`src/rtl/uart_tx_cfg.sv`:
```
// rtl/uart_tx_cfg.sv - runtime-configurable UART transmitter (start, data LSB-first, optional parity, 1/2 stop)
module uart_tx_cfg #(
  parameter int DATA_WIDTH = 8,
  parameter int DIV_WIDTH  = 16
) (
  input  logic                  i_clk,
  input  logic                  i_rstn,
  input  logic [DIV_WIDTH-1:0]  i_baud_div,
  input  logic [1:0]            i_parity_mode,
  input  logic                  i_stop2,
  input  logic                  i_valid,
  input  logic [DATA_WIDTH-1:0] i_data,
  output logic                  o_ready,
  output logic                  o_tx,
  output logic                  o_busy,
  output logic                  o_done
);

  localparam int IDX_W = (DATA_WIDTH > 1) ? $clog2(DATA_WIDTH) : 1;
  localparam logic [IDX_W-1:0] LAST_IDX = IDX_W'(DATA_WIDTH - 1);

  typedef enum logic [2:0] {
    IDLE   = 3'd0,
    START  = 3'd1,
    DATA   = 3'd2,
    PARITY = 3'd3,
    STOP   = 3'd4
  } state_t;

  state_t                state;
  logic [DIV_WIDTH-1:0]  timer;
  logic [DIV_WIDTH-1:0]  div_q;
  logic [IDX_W-1:0]      bit_idx;
  logic [DATA_WIDTH-1:0] shift;
  logic [DATA_WIDTH-1:0] shift_next;
  logic                  par_en;
  logic                  par_bit;
  logic                  stop2_q;
  logic                  stop_cnt;
  logic                  bit_end;

  // The word is kept in a shift register so the next data bit is always bit 0.
  assign shift_next = shift >> 1;
  assign bit_end    = (timer == div_q);

  // Handshake status follows the state register directly.
  assign o_ready = (state == IDLE);
  assign o_busy  = (state != IDLE);

  // Frame sequencer: bit timer, bit/stop counters and the registered line level.
  always_ff @(posedge i_clk or negedge i_rstn) begin
    if (!i_rstn) begin
      state    <= IDLE;
      timer    <= '0;
      div_q    <= '0;
      bit_idx  <= '0;
      shift    <= '0;
      par_en   <= 1'b0;
      par_bit  <= 1'b0;
      stop2_q  <= 1'b0;
      stop_cnt <= 1'b0;
      o_tx     <= 1'b1;
      o_done   <= 1'b0;
    end else begin
      o_done <= 1'b0;
      case (state)
        IDLE: begin
          o_tx     <= 1'b1;
          timer    <= '0;
          bit_idx  <= '0;
          stop_cnt <= 1'b0;
          if (i_valid) begin
            // Capture the whole frame format so later input changes cannot disturb it.
            shift   <= i_data;
            div_q   <= i_baud_div;
            stop2_q <= i_stop2;
            par_en  <= (i_parity_mode == 2'b01) || (i_parity_mode == 2'b10);
            par_bit <= (i_parity_mode == 2'b10) ? ~^i_data : ^i_data;
            o_tx    <= 1'b0;
            state   <= START;
          end
        end
        START: begin
          if (bit_end) begin
            timer   <= '0;
            bit_idx <= '0;
            o_tx    <= shift[0];
            state   <= DATA;
          end else begin
            timer <= timer + DIV_WIDTH'(1);
          end
        end
        DATA: begin
          if (bit_end) begin
            timer <= '0;
            if (bit_idx == LAST_IDX) begin
              stop_cnt <= 1'b0;
              if (par_en) begin
                o_tx  <= par_bit;
                state <= PARITY;
              end else begin
                o_tx  <= 1'b1;
                state <= STOP;
              end
            end else begin
              bit_idx <= bit_idx + IDX_W'(1);
              shift   <= shift_next;
              o_tx    <= shift_next[0];
            end
          end else begin
            timer <= timer + DIV_WIDTH'(1);
          end
        end
        PARITY: begin
          if (bit_end) begin
            timer    <= '0;
            stop_cnt <= 1'b0;
            o_tx     <= 1'b1;
            state    <= STOP;
          end else begin
            timer <= timer + DIV_WIDTH'(1);
          end
        end
        STOP: begin
          o_tx <= 1'b1;
          if (bit_end) begin
            timer <= '0;
            if (stop2_q && !stop_cnt) begin
              stop_cnt <= 1'b1;
            end else begin
              stop_cnt <= 1'b0;
              o_done   <= 1'b1;
              state    <= IDLE;
            end
          end else begin
            timer <= timer + DIV_WIDTH'(1);
          end
        end
        default: begin
          o_tx  <= 1'b1;
          timer <= '0;
          state <= IDLE;
        end
      endcase
    end
  end

endmodule

```
`config.mk`:
```
export PLATFORM = sky130hd
export DESIGN_NAME = uart_tx_cfg
export DESIGN_NICKNAME = d
export VERILOG_FILES = /design/src/rtl/uart_tx_cfg.sv
export SDC_FILE = /design/constraint.sdc
export NUM_CORES = 1
export LEC_CHECK = 0
export CAP_MARGIN = 15
export CORE_MARGIN = 2
export CORE_UTILIZATION = 45
export CTS_BUF_LIST = sky130_fd_sc_hd__clkbuf_16
export CTS_CLUSTER_SIZE = 20
export DETAILED_ROUTE_END_ITERATION = 10
export DONT_BUFFER_PORTS = 1
export GPL_TIMING_DRIVEN = 0
export PLACE_DENSITY = 0.67
export SLEW_MARGIN = 20
export SYNTH_ARGS = -nofsm -noshare
export SYNTH_HDL_FRONTEND = slang
export SYNTH_SLANG_ARGS = --single-unit
```
`constraint.sdc`:
```
create_clock -name i_clk -period 1.9 [get_ports i_clk]
set_input_delay 0.38 -clock i_clk [delete_from_list [all_inputs] [get_ports i_clk]]
set_output_delay 0.38 -clock i_clk [all_outputs]
set_load 0.02 [all_outputs]
```
==> metrics.md <==
| Metric | Value |
|---|---|
| Setup Slack @ Placement | `-0.121 ns` |
| Congestion Overflow GR | `0` |
| Tot Pwr | `4.12 mW` |
| Mapped Cells | `284` |
| Core Region | `5850 µm²` |
| Global-route wire length before repair | `8890 µm` |
| Vias | `1983` |
| Reg area | `1310 µm²` |
| Unrepaired setup endpoints after global routing | `yes` |
| Fin. max-slew vios | `0` |
| Nets | `339` |
| RR Endpoint | `timer[11]` |
| Htree depth | `2` |
| Sw Pwr | `1.39 mW` |
| Most common cell after layout, fill and taps aside | `nand2_1` |
| Total CTS buffers | `5` |
| # IOs | `34` |
| Synthesized cell area | `2690 µm²` |
| Slew margin rel. | `69.8%` |
| Diodes inserted | `0` |
| Unique masters post-synth | `43` |
| Final ANT Viol Nets | `0` |
| Clock tree buffer depth | `2` |
| Crit share post-route | `98.9%` |
| Die Area | `6620 µm²` |
| Post-route minimum period | `1.88 ns` |
| Cell taking the most area after synthesis | `dfrtp_1` |
| Die X | `81.3 µm` |
| Crit start category | `flip-flop` |
| Worst setup margin | `0.0208 ns` |
| Cell depth of the worst setup path | `7` |
| Placed cells | `359` |
| Die Y | `81.3 µm` |
| Total power per unit cell area | `1300 nW/µm²` |
| Syn nets | `318` |
| CTS tree | `done` |
| Critical setup path kind | `reg2reg` |
| Reg2reg start | `timer[11]` |
| # Max-Cap Violations | `0` |
| Net Sw Frac | `33.6%` |
| Critical path's largest stage delay | `0.44 ns` |
| YS warnings | `0` |
| FF+latch count, synth | `52` |
| Slowest cell on the critical path | `dfrtp_2` |
| Worst-path fanout max | `8` |
| Most frequent cells in the layout | `nand2_1, dfrtp_1, nor2_1` |
| Rows | `28` |
| Fill count | `531` |
| Cell chain of the critical path | `xnor2_1 > nand4_1 > nor4_4 > buf_6 > o21bai_4 > buf_6 > nor2_1` |
| Count of TritonRoute iterations in the first routing pass | `6` |
| Top delay family on crit path | `simple AND/OR/NAND/NOR gates` |
| Gr usage total | `17.9%` |
| CP endpoint | `timer[11]` |
| Register clock-pin slew on the reported worst setup and hold paths | `0.07 ns` |
| Largest cells by area after synthesis | `dfrtp_1, xnor2_1, nand2_1` |
| FF-to-FF path depth | `7` |
| Static Leakage | `1.45 nW` |
| Worst Tran Pin Value | `0.454 ns` |
| WP buf/inv | `2` |
| Worst Path Required | `2.08 ns` |
| Number of global-route vias before repair | `1824` |
| Wirelength, routed | `5540 µm` |
| Vias per cell | `5.20` |
| Hold Fails Final Rpt | `0` |
| Sequential Power Share | `43.2%` |
| Ys async rst share | `100%` |
| WHS Path Cells | `2` |
| # clock sinks | `52` |
| Share of layout cells above drive strength 1 | `18.0%` |
| F_max | `532 MHz` |
| Final RePlAce weighted congestion | `0.785` |
| Most Frequent Cell on Critical Path | `buf_6` |
| Avg Cell Area, Syn | `9.48 µm²` |
| Worst setup EP type | `flip-flop` |
| # DRC | `0` |
| Worst Hold Class | `in2reg` |
| Seq/Total Area, Yosys | `48.4%` |
| Routed WL per cell | `14.5 µm` |
| Primary FF master, synth | `dfrtp_1` |
| Final std cells w/o fill | `381` |
| EDFF count, synth | `0` |
| Area of the multi-input gates | `1360 µm²` |
| IO Port Bufs | `0` |
| DRT iter0 DRCs | `94` |
| Critical path arrival | `2.06 ns` |
| Power share of the clock group | `24.5%` |
| HPWL after DPL | `3710 µm` |
| Starting Density | `46.0%` |
| CTS Root Cell | `clkbuf_16` |
| Pin count of the biggest net entering global routing | `53` |
| Finish-stage setup viols | `0` |
| Clock Latency Late Sink | `0.29 ns` |
| Synth-to-Final Area Change | `18.0%` |
| Worst setup path start | `timer[11]` |
| Setup TNS | `0 ns` |
| Combinational power share | `32.4%` |
| Initial antenna violation count | `0` |
| Final Util | `54.3%` |
| Status | `complete, no violations` |
| R2r setup slk | `0.02 ns` |
| Peak supply drop | `585 µV` |
| Final Skew | `0.00499 ns` |
| Internal | `2.74 mW` |
| Synth top area share | `47.4%` |
## how the worst min path moves through the flow
stage                       to     startpoint
detailed placement    div_q[1]         i_rstn
floorplan           bit_idx[0]         i_rstn
CTS                   div_q[9]  i_baud_div[9]
finish                div_q[9]  i_baud_div[9]
global placement      div_q[0]         i_rstn
global route          div_q[3]  i_baud_div[3]
## stage by stage
stage | instance area [µm²] | hold WS (ns)
after floorplan | 2700 | 0.0844
after global placement | 2790 | 0.0867
after detailed placement | 2790 | 0.0872
after CTS | 3030 | 0.185
after global routing | 3180 | 0.179
final | 3180 | 0.193
## state kept, by name (all words and copies together), names as in the netlist
| name | count |
|---|---|
| div_q | 16 |
| timer | 16 |
| shift | 8 |
| bit_idx | 3 |
| state | 3 |
| o_done | 1 |
| o_tx | 1 |
| par_bit | 1 |
| par_en | 1 |
| stop2_q | 1 |
| stop_cnt | 1 |
## area by class of cell
cell class,count,share of cell area [%]
multi-input cells,211,42.7
flip-flops and latches,52,41.2
repair buffers,17,4.84
clock buffers,5,3.94
well taps,75,2.95
plain buffers,10,2.24
clock inverters,3,1.22
inverters,8,0.945
## power by group through the flow
stage	clock network, mW	logic (mW)	registers, mW
finish	1.01	1.33	1.78
global route	1.09	1.50	1.82
CTS	1.03	1.26	1.76
detailed placement	0	1.18	1.77
global placement	0	1.16	1.77
floorplan	0	0.987	1.70
## layer usage
layer	up-vias	GRT usage [%]	share of wire (%)	wire length [µm]
met5	-	0	0	0
met3	6	4.33	4.3	237
met2	36	25.8	45	2500
li1	986	-	-	-
met1	955	25.6	49	2740
met4	0	7.63	1.1	61
## repair_timing
action | CTS | global route
pin swaps | 5 | 13
gates cloned | 1 | 1
setup endpoints to repair | 33 | 35
hold buffers | 2 | 0
resized for setup | 6 | 21
setup buffers | 1 | 12
endpoints found under the hold margin | 52 | 0
## worst register-to-register path, cell delays in order (launching register included)
cell and delay [ns]:
dfrtp_2 0.44, xnor2_1 0.15, nand4_1 0.20, nor4_4 0.40, buf_6 0.19, o21bai_4 0.18
buf_6 0.17, nor2_1 0.04
## kinds of logic (layout without fill, tap and decap cells)
| group | after synthesis | after routing | share of synthesized area [%] |
|---|---|---|---|
| multiplexers | 4 | 4 | 1.53 |
| XOR/XNOR | 39 | 39 | 12.7 |
| AO/OA/AOI/OAI | 35 | 35 | 10.4 |
| buffers and inverters | 21 | 43 | 3.90 |
| adder cells (fa/ha/maj) | 4 | 4 | 1.86 |
| AND/OR/NAND/NOR | 129 | 129 | 21.2 |
| flip-flops | 52 | 52 | 48.4 |
## cell usage after synthesis (all sizes together), types with 2 or more instances
cell and n:
and4 2, o2bb2ai 6, nand4 9, nor2b 3, nand2 64, and3 2
mux2i 3, and2 6, nor3 2, a2bb2oi 7, ha 4, nor2 35
clkbuf 5, dfrtp 51, nand3 2, inv 8, xnor2 28, o21ai 10
xor2 11, buf 8
No activity file was read; power rests on OpenSTA's default activity.
